[config.mk]
export PLATFORM = sky130hd
export DESIGN_NAME = mdu_hilo
export DESIGN_NICKNAME = d
export VERILOG_FILES = /design/src/rtl/mdu_pkg.sv /design/src/rtl/cneg.sv /design/src/rtl/mdu_hilo.sv
export SDC_FILE = /design/constraint.sdc
export NUM_CORES = 1
export LEC_CHECK = 0
export ABC_AREA = 1
export ABC_CLOCK_PERIOD_IN_PS = 5430
export CAP_MARGIN = 20
export CORE_MARGIN = 2
export CORE_UTILIZATION = 55
export CTS_BUF_LIST = sky130_fd_sc_hd__clkbuf_8
export DETAILED_ROUTE_END_ITERATION = 6
export GPL_TIMING_DRIVEN = 0
export HOLD_SLACK_MARGIN = 0.1
export PLACE_DENSITY = 0.86
export SLEW_MARGIN = 20
export SYNTH_ARGS = -nofsm -noshare
export SYNTH_HDL_FRONTEND = slang
export SYNTH_HIERARCHICAL = 1
export SYNTH_SLANG_ARGS = --single-unit
[constraint.sdc]
create_clock -name Clk -period 5.43 [get_ports Clk]
set_input_delay 0.8145 -clock Clk [delete_from_list [all_inputs] [get_ports Clk]]
set_output_delay 0.8145 -clock Clk [all_outputs]
set_load 0.01 [all_outputs]
[src/rtl/mdu_pkg.sv]
// +--------------------------------------------------------------------+
// | mdu_pkg : Op and FSM state encodings for the HI/LO multiply/divide |
// | Rev 1.0                                                             |
// +--------------------------------------------------------------------+
`default_nettype none

package mdu_pkg;

   typedef enum logic [1:0] {
      ST_IDLE = 2'd0,
      ST_RUN  = 2'd1,
      ST_FIN  = 2'd2
   } state_t;

   localparam logic [1:0] OP_MULTU = 2'b00;
   localparam logic [1:0] OP_MULT  = 2'b01;
   localparam logic [1:0] OP_DIVU  = 2'b10;
   localparam logic [1:0] OP_DIV   = 2'b11;

   function automatic logic op_is_div(input logic [1:0] op);
      return op[1];
   endfunction

   function automatic logic op_is_signed(input logic [1:0] op);
      return op[0];
   endfunction

endpackage

`default_nettype wire

[src/rtl/cneg.sv]
// +--------------------------------------------------------------------+
// | cneg : conditional two's-complement negate, dout = neg ? -din : din |
// | Rev 1.0                                                             |
// +--------------------------------------------------------------------+
`default_nettype none

module cneg #(
   parameter int W = 32
) (
   input  logic         neg,
   input  logic [W-1:0] din,
   output logic [W-1:0] dout
);

   assign dout = neg ? (~din + W'(1)) : din;

endmodule

`default_nettype wire

[src/rtl/mdu_hilo.sv]
// +--------------------------------------------------------------------+
// | mdu_hilo : iterative signed/unsigned MULT/DIV owning the HI/LO pair |
// | Rev 1.0                                                             |
// +--------------------------------------------------------------------+
`default_nettype none

module mdu_hilo
   import mdu_pkg::*;
#(
   parameter int W = 32
) (
   input  logic         Clk,
   input  logic         Clr,
   input  logic         Start,
   input  logic [1:0]   Op,
   input  logic [W-1:0] A,
   input  logic [W-1:0] B,
   input  logic         Hi_Ld,
   input  logic         Lo_Ld,
   input  logic [W-1:0] Wr_Data,
   output logic         Busy,
   output logic         Done,
   output logic         Div_Zero,
   output logic [W-1:0] Hi,
   output logic [W-1:0] Lo
);

   localparam int CNT_W = $clog2(W) + 1;
   localparam logic [CNT_W-1:0] c_last = CNT_W'(W - 1);

   state_t           r_state;
   logic [CNT_W-1:0] r_cnt;
   logic [2*W-1:0]   r_acc;
   logic [W-1:0]     r_opnd;
   logic             r_is_div;
   logic             r_neg_q;
   logic             r_neg_r;
   logic             r_dz_pend;
   logic             r_done;
   logic             r_dz;
   logic [W-1:0]     r_hi;
   logic [W-1:0]     r_lo;

   logic             w_a_neg;
   logic             w_b_neg;
   logic             w_div0;
   logic [W-1:0]     w_a_mag;
   logic [W-1:0]     w_b_mag;
   logic [W:0]       w_sum;
   logic [2*W-1:0]   w_mul_next;
   logic [W:0]       w_rem;
   logic [W:0]       w_diff;
   logic [2*W-1:0]   w_div_next;
   logic [2*W-1:0]   w_prod;
   logic [W-1:0]     w_quo_fix;
   logic [W-1:0]     w_rem_fix;

   assign w_a_neg = op_is_signed(Op) & A[W-1];
   assign w_b_neg = op_is_signed(Op) & B[W-1];
   assign w_div0  = op_is_div(Op) && (B == '0);

   cneg #(.W(W)) u_a_mag (.neg(w_a_neg), .din(A), .dout(w_a_mag));
   cneg #(.W(W)) u_b_mag (.neg(w_b_neg), .din(B), .dout(w_b_mag));

   // Shift-add: the W+1 bit sum keeps the carry out of the upper half.
   assign w_sum      = {1'b0, r_acc[2*W-1:W]} + {1'b0, r_opnd};
   assign w_mul_next = r_acc[0] ? {w_sum, r_acc[W-1:1]} : {1'b0, r_acc[2*W-1:1]};

   // Restoring divide: bit W of the difference is the borrow.
   assign w_rem      = r_acc[2*W-1:W-1];
   assign w_diff     = w_rem - {1'b0, r_opnd};
   assign w_div_next = w_diff[W] ? {w_rem[W-1:0], r_acc[W-2:0], 1'b0}
                                 : {w_diff[W-1:0], r_acc[W-2:0], 1'b1};

   cneg #(.W(2*W)) u_prod_fix (.neg(r_neg_q), .din(r_acc),          .dout(w_prod));
   cneg #(.W(W))   u_quo_fix  (.neg(r_neg_q), .din(r_acc[W-1:0]),   .dout(w_quo_fix));
   cneg #(.W(W))   u_rem_fix  (.neg(r_neg_r), .din(r_acc[2*W-1:W]), .dout(w_rem_fix));

   always_ff @(posedge Clk or posedge Clr) begin
      if (Clr) begin
         r_state   <= ST_IDLE;
         r_cnt     <= '0;
         r_acc     <= '0;
         r_opnd    <= '0;
         r_is_div  <= 1'b0;
         r_neg_q   <= 1'b0;
         r_neg_r   <= 1'b0;
         r_dz_pend <= 1'b0;
         r_done    <= 1'b0;
         r_dz      <= 1'b0;
         r_hi      <= '0;
         r_lo      <= '0;
      end else begin
         r_done <= 1'b0;
         case (r_state)
            ST_IDLE: begin
               if (Start) begin
                  r_dz      <= 1'b0;
                  r_cnt     <= '0;
                  r_is_div  <= op_is_div(Op);
                  r_dz_pend <= w_div0;
                  if (w_div0) begin
                     // Divide by zero skips RUN; FIN's divide path emits {A, all-ones}.
                     r_acc   <= {A, {W{1'b1}}};
                     r_neg_q <= 1'b0;
                     r_neg_r <= 1'b0;
                     r_state <= ST_FIN;
                  end else begin
                     r_neg_q <= w_a_neg ^ w_b_neg;
                     r_neg_r <= op_is_div(Op) & w_a_neg;
                     r_opnd  <= op_is_div(Op) ? w_b_mag : w_a_mag;
                     r_acc   <= {{W{1'b0}}, (op_is_div(Op) ? w_a_mag : w_b_mag)};
                     r_state <= ST_RUN;
                  end
               end else begin
                  if (Hi_Ld) r_hi <= Wr_Data;
                  if (Lo_Ld) r_lo <= Wr_Data;
               end
            end
            ST_RUN: begin
               r_acc <= r_is_div ? w_div_next : w_mul_next;
               r_cnt <= r_cnt + CNT_W'(1);
               if (r_cnt == c_last) r_state <= ST_FIN;
            end
            ST_FIN: begin
               if (r_is_div) begin
                  r_hi <= w_rem_fix;
                  r_lo <= w_quo_fix;
               end else begin
                  r_hi <= w_prod[2*W-1:W];
                  r_lo <= w_prod[W-1:0];
               end
               r_dz    <= r_dz_pend;
               r_done  <= 1'b1;
               r_state <= ST_IDLE;
            end
            default: r_state <= ST_IDLE;
         endcase
      end
   end

   assign Busy     = (r_state != ST_IDLE);
   assign Done     = r_done;
   assign Div_Zero = r_dz;
   assign Hi       = r_hi;
   assign Lo       = r_lo;

endmodule

`default_nettype wire

==> run summary <==
The flow ran to the end, and the final reports show no timing, DRC or antenna violations. The tools report the sort of element at the end of the critical path as a flip-flop. After the first detailed-routing iteration, the DRC count stood at 3598. In this run the static leakage power is 0.0128 uW. The final layout contains routed wiring with a total length of 93.6 mm. In this run, post-CTS repair resized a total of 0 instances. Library cell used as clock root buffer: sky130_fd_sc_hd__clkbuf_8. Critical path start-end classification: input port to flip-flop.

The post-route netlist has 5.97% of its cells at a drive strength greater than 1. The required time of the critical path was 5820 ps; the setup TNS was 0 ps. At the later pin of the worst-skew pair, clock insertion delay measures 540 ps. The clock network accounts for 5.2% of the total power.

For the core area, the log shows 0.0406 mm2. For the worst setup path, the data arrival time is 3620 ps. The die covers 0.0427 mm2. The count of nets left with antenna violations once routing finished came out at 0.

In this run switching power makes up 62.3% of total power. The tools report the hold buffer count at cts as 0. Dividing the detail-routed wire length by the instance count gives 19.8 um.

The worst min-delay path category is flip-flop to flip-flop. The tools report the via count of the first global-routing pass as 24900. The run gives 4702 as the placed cell count.

The number of antenna violations at the first check in global routing was 0. After clock tree synthesis, the clock-pin slew on the worst setup and hold paths is 120 ps. The number of synthesized flops with an enable pin was 0.

For the sequential element share of the synthesized area, the log shows 19.3%. The highest ir drop seen on vdd is 327 uV, and the number of synthesis warnings is 6. The logs give 75.4% for the part of the power in combinational logic and 4364 for the layout net count.

For the total power draw, the log shows 18400 uW. Across the run, the number of max-cap violations was 0. Entering global routing, the biggest net connects 35 pins. After the flow finishes, the layout carries non-filler instances totaling 4733. TritonCTS built the clock tree. Routability-driven placement finished with a final weighted congestion of 1.09.

Synthesis produced a netlist with a net count of 4172. The post-synthesis instance area was 0.0226 mm2. The clock drives 174 sinks. Of all nets on the critical path, the largest fanout is 10. Setup violations remaining at the end of the flow were counted as 0. The number of buffers inserted by port buffering is 168, and the number of buffers inserted during clock tree synthesis is 17. Setup repair after global routing left no endpoint under its margin. CTS built an H-tree with a depth of 4.

The capture point of the worst path is r_opnd[19]$_DFFE_PP0P_. Derived from the worst setup path, the maximum achievable clock frequency is 309 MHz. The worst register-to-register path begins at r_acc[31]$_DFFE_PP0P_. The total global routing overflow is 0, and the placement row count is 74. Measured along the x axis, the die boundary spans 207 um. The logs give 43.7% for the global routing usage summed across all routing layers and 141 mm for the first-pass GRT wire length. 0 antenna diodes ended up in the layout.

The starting density of the core is 55.5%. The wire-length estimate of the detail-placed layout is 74.9 mm. The internal power of the cells totals 6940 uW. 170 I/O pins were placed. In this run the mean area of a mapped cell was 5.65 um2. The power density normalized to cell area is 724 mW/mm2. The first TritonRoute pass finished after 7 iterations. The tools report the total number of vias as 27400. The number of pins with negative max-slew slack in the final report was 0; the final hold violation count was 0. The clock passes through at most 2 buffers.

The startpoint type of the worst setup path is an input port. Endpoint of the most critical register-to-register path: r_acc[56]$_DFFE_PP0P_. The setup skew after layout was 22.4 ps. The run gives 39.4% as the tightest slew margin relative to the limit.

The number of storage elements in the synthesis netlist is 174. For flop-to-flop paths, the worst setup slack is 2230 ps. The distinct cell type count of the synthesized netlist came out at 54. In the routed layout, each cell is associated on average with a via count of 5.79. Final cell utilization of the core: 62.5%. The run gives 19.4% as the part of the total power dissipated in sequential elements.

In the synthesized netlist the dominant register cell turns out to be sky130_fd_sc_hd__dfrtp_1. Fraction of the cycle the final worst path needs: 59.6%. The actual slew at the worst max-slew pin was 910 ps. The area growth from synthesis to layout was 12.6%; the post-CTS setup buffer count was 0.

Die span in y: 207 um. Tracing the worst setup path back leads to its startpoint at B[17]. In the routed design, unresolved DRC markers number 0. The post-synthesis cell count is 3997, and the net switching power figure is 11400 uW. For this run, asynchronously set or reset flops after synthesis account for 100%. The worst register-to-register path has a depth of 20. The worst path needs 3230 ps of the cycle, external delays included.
[final cells by class]
| class | count | area [um2] |
|---|---|---|
| plain buffers | 139 | 656 |
| repair buffers | 173 | 1780 |
| fillers | 4092 | 15200 |
| inverters | 530 | 2010 |
| multi-input cells | 3154 | 15500 |
| flip-flops and latches | 174 | 4350 |
| well taps | 532 | 666 |
| clock buffers | 17 | 234 |
| clock inverters | 14 | 156 |
[flip-flops by register name, summed over array words and instances (netlist names)]
signal     flops
r_cnt          6
Div_Zero       1
r_is_div       1
r_acc         64
Hi            32
r_state        2
r_dz_pend      1
r_opnd        32
r_neg_r        1
Done           1
r_neg_q        1
Lo            32
[per-stage QoR]
| stage | area, um2 | hold WS [ps] | setup WS, ps |
|---|---|---|---|
| after global routing | 25400 | 561 | 2000 |
| final | 25400 | 541 | 2200 |
| after global placement | 24900 | 507 | 898 |
| after detailed placement | 25000 | 518 | 1790 |
| after CTS | 25400 | 537 | 2250 |
| after floorplan | 22600 | 453 | 2390 |
[cells in the mapped netlist, types with 13 or more instances]
cell | instances | area [um2]
sky130_fd_sc_hd__nor3_1 | 21 | 105
sky130_fd_sc_hd__nor2_1 | 534 | 2000
sky130_fd_sc_hd__buf_2 | 19 | 95.1
sky130_fd_sc_hd__a31oi_1 | 32 | 200
sky130_fd_sc_hd__ha_1 | 70 | 876
sky130_fd_sc_hd__o211ai_1 | 33 | 248
sky130_fd_sc_hd__nand3_2 | 13 | 130
sky130_fd_sc_hd__nand2_2 | 27 | 169
sky130_fd_sc_hd__buf_4 | 16 | 120
sky130_fd_sc_hd__xnor2_1 | 57 | 499
sky130_fd_sc_hd__o21ai_0 | 202 | 1010
sky130_fd_sc_hd__dfrtp_1 | 174 | 4350
sky130_fd_sc_hd__nand4_1 | 66 | 413
sky130_fd_sc_hd__nor2_4 | 34 | 383
sky130_fd_sc_hd__nand3b_1 | 16 | 120
sky130_fd_sc_hd__clkbuf_1 | 95 | 357
sky130_fd_sc_hd__nand3_1 | 221 | 1110
sky130_fd_sc_hd__a21oi_1 | 152 | 761
sky130_fd_sc_hd__inv_2 | 13 | 48.8
sky130_fd_sc_hd__inv_1 | 511 | 1920
sky130_fd_sc_hd__o21a_1 | 64 | 480
sky130_fd_sc_hd__nor2_2 | 43 | 269
sky130_fd_sc_hd__xor2_1 | 63 | 552
sky130_fd_sc_hd__nand2_1 | 1410 | 5290
[power by group through the flow]
stage / clock [uW] / combinational, uW / sequential, uW
floorplan: 0 / 9380 / 2790
global placement: 0 / 13200 / 3440
detailed placement: 0 / 13300 / 3450
CTS: 947 / 13400 / 3420
global route: 1000 / 15200 / 3540
finish: 954 / 13900 / 3570
[metal layers]
metal	wire length, um	track usage (%)	vias to the layer above
met5	0	0	-
met2	38200	64.9	1857
met4	5730	24.1	0
li1	-	-	13000
met1	35900	57.4	12200
met3	13700	12.0	380
[how the worst min path moves through the flow]
stage                                    start              endpoint  slack [ps]  cells after the start
after floorplan            r_neg_r$_DFFE_PP0P_   r_neg_r$_DFFE_PP0P_         450                      2
after global placement       Hi[0]$_DFFE_PP0P_     Hi[0]$_DFFE_PP0P_         510                      2
after detailed placement    Hi[21]$_DFFE_PP0P_    Hi[21]$_DFFE_PP0P_         520                      2
after CTS                 r_cnt[0]$_DFFE_PP0P_  r_cnt[0]$_DFFE_PP0P_         540                      1
after global routing        Lo[30]$_DFFE_PP0P_    Lo[30]$_DFFE_PP0P_         560                      2
final                       Hi[21]$_DFFE_PP0P_    Hi[21]$_DFFE_PP0P_         540                      2
[placed cells by master (no fill, tap or decap), types with 16 or more instances in the layout]
cell / instances
sky130_fd_sc_hd__nand2_2: 27
sky130_fd_sc_hd__nand3b_1: 16
sky130_fd_sc_hd__xnor2_1: 57
sky130_fd_sc_hd__o21ai_0: 202
sky130_fd_sc_hd__nand3_1: 221
sky130_fd_sc_hd__nor2_2: 43
sky130_fd_sc_hd__nor3_1: 21
sky130_fd_sc_hd__buf_2: 19
sky130_fd_sc_hd__dfrtp_1: 174
sky130_fd_sc_hd__a21oi_1: 152
sky130_fd_sc_hd__nand2_1: 1410
sky130_fd_sc_hd__a31oi_1: 32
sky130_fd_sc_hd__inv_1: 510
sky130_fd_sc_hd__clkbuf_8: 17
sky130_fd_sc_hd__nand4_1: 66
sky130_fd_sc_hd__xor2_1: 63
sky130_fd_sc_hd__o21a_1: 64
sky130_fd_sc_hd__buf_4: 16
sky130_fd_sc_hd__nor2_1: 534
sky130_fd_sc_hd__clkbuf_1: 95
sky130_fd_sc_hd__clkdlybuf4s50_1: 168
sky130_fd_sc_hd__o211ai_1: 33
sky130_fd_sc_hd__nor2_4: 34
sky130_fd_sc_hd__ha_1: 70
[critical path, stage by stage]
cell and delay (ps):
sky130_fd_sc_hd__clkdlybuf4s50_1 530, sky130_fd_sc_hd__nor4_1 490, sky130_fd_sc_hd__nand4_1 160, sky130_fd_sc_hd__nor2_2 350
sky130_fd_sc_hd__nand2_1 330, sky130_fd_sc_hd__nand2_1 270, sky130_fd_sc_hd__inv_2 150, sky130_fd_sc_hd__clkbuf_1 290
sky130_fd_sc_hd__nor2_1 180, sky130_fd_sc_hd__a31oi_1 50
[logic make-up after synthesis]
group | share of synthesized area, %
AND/OR/NAND/NOR | 46.3
flip-flops | 19.3
buffers and inverters | 11.8
adder cells (fa/ha/maj) | 4.06
AO/OA/AOI/OAI | 13.8
XOR/XNOR | 4.73
(Power assumes the default switching activity.)
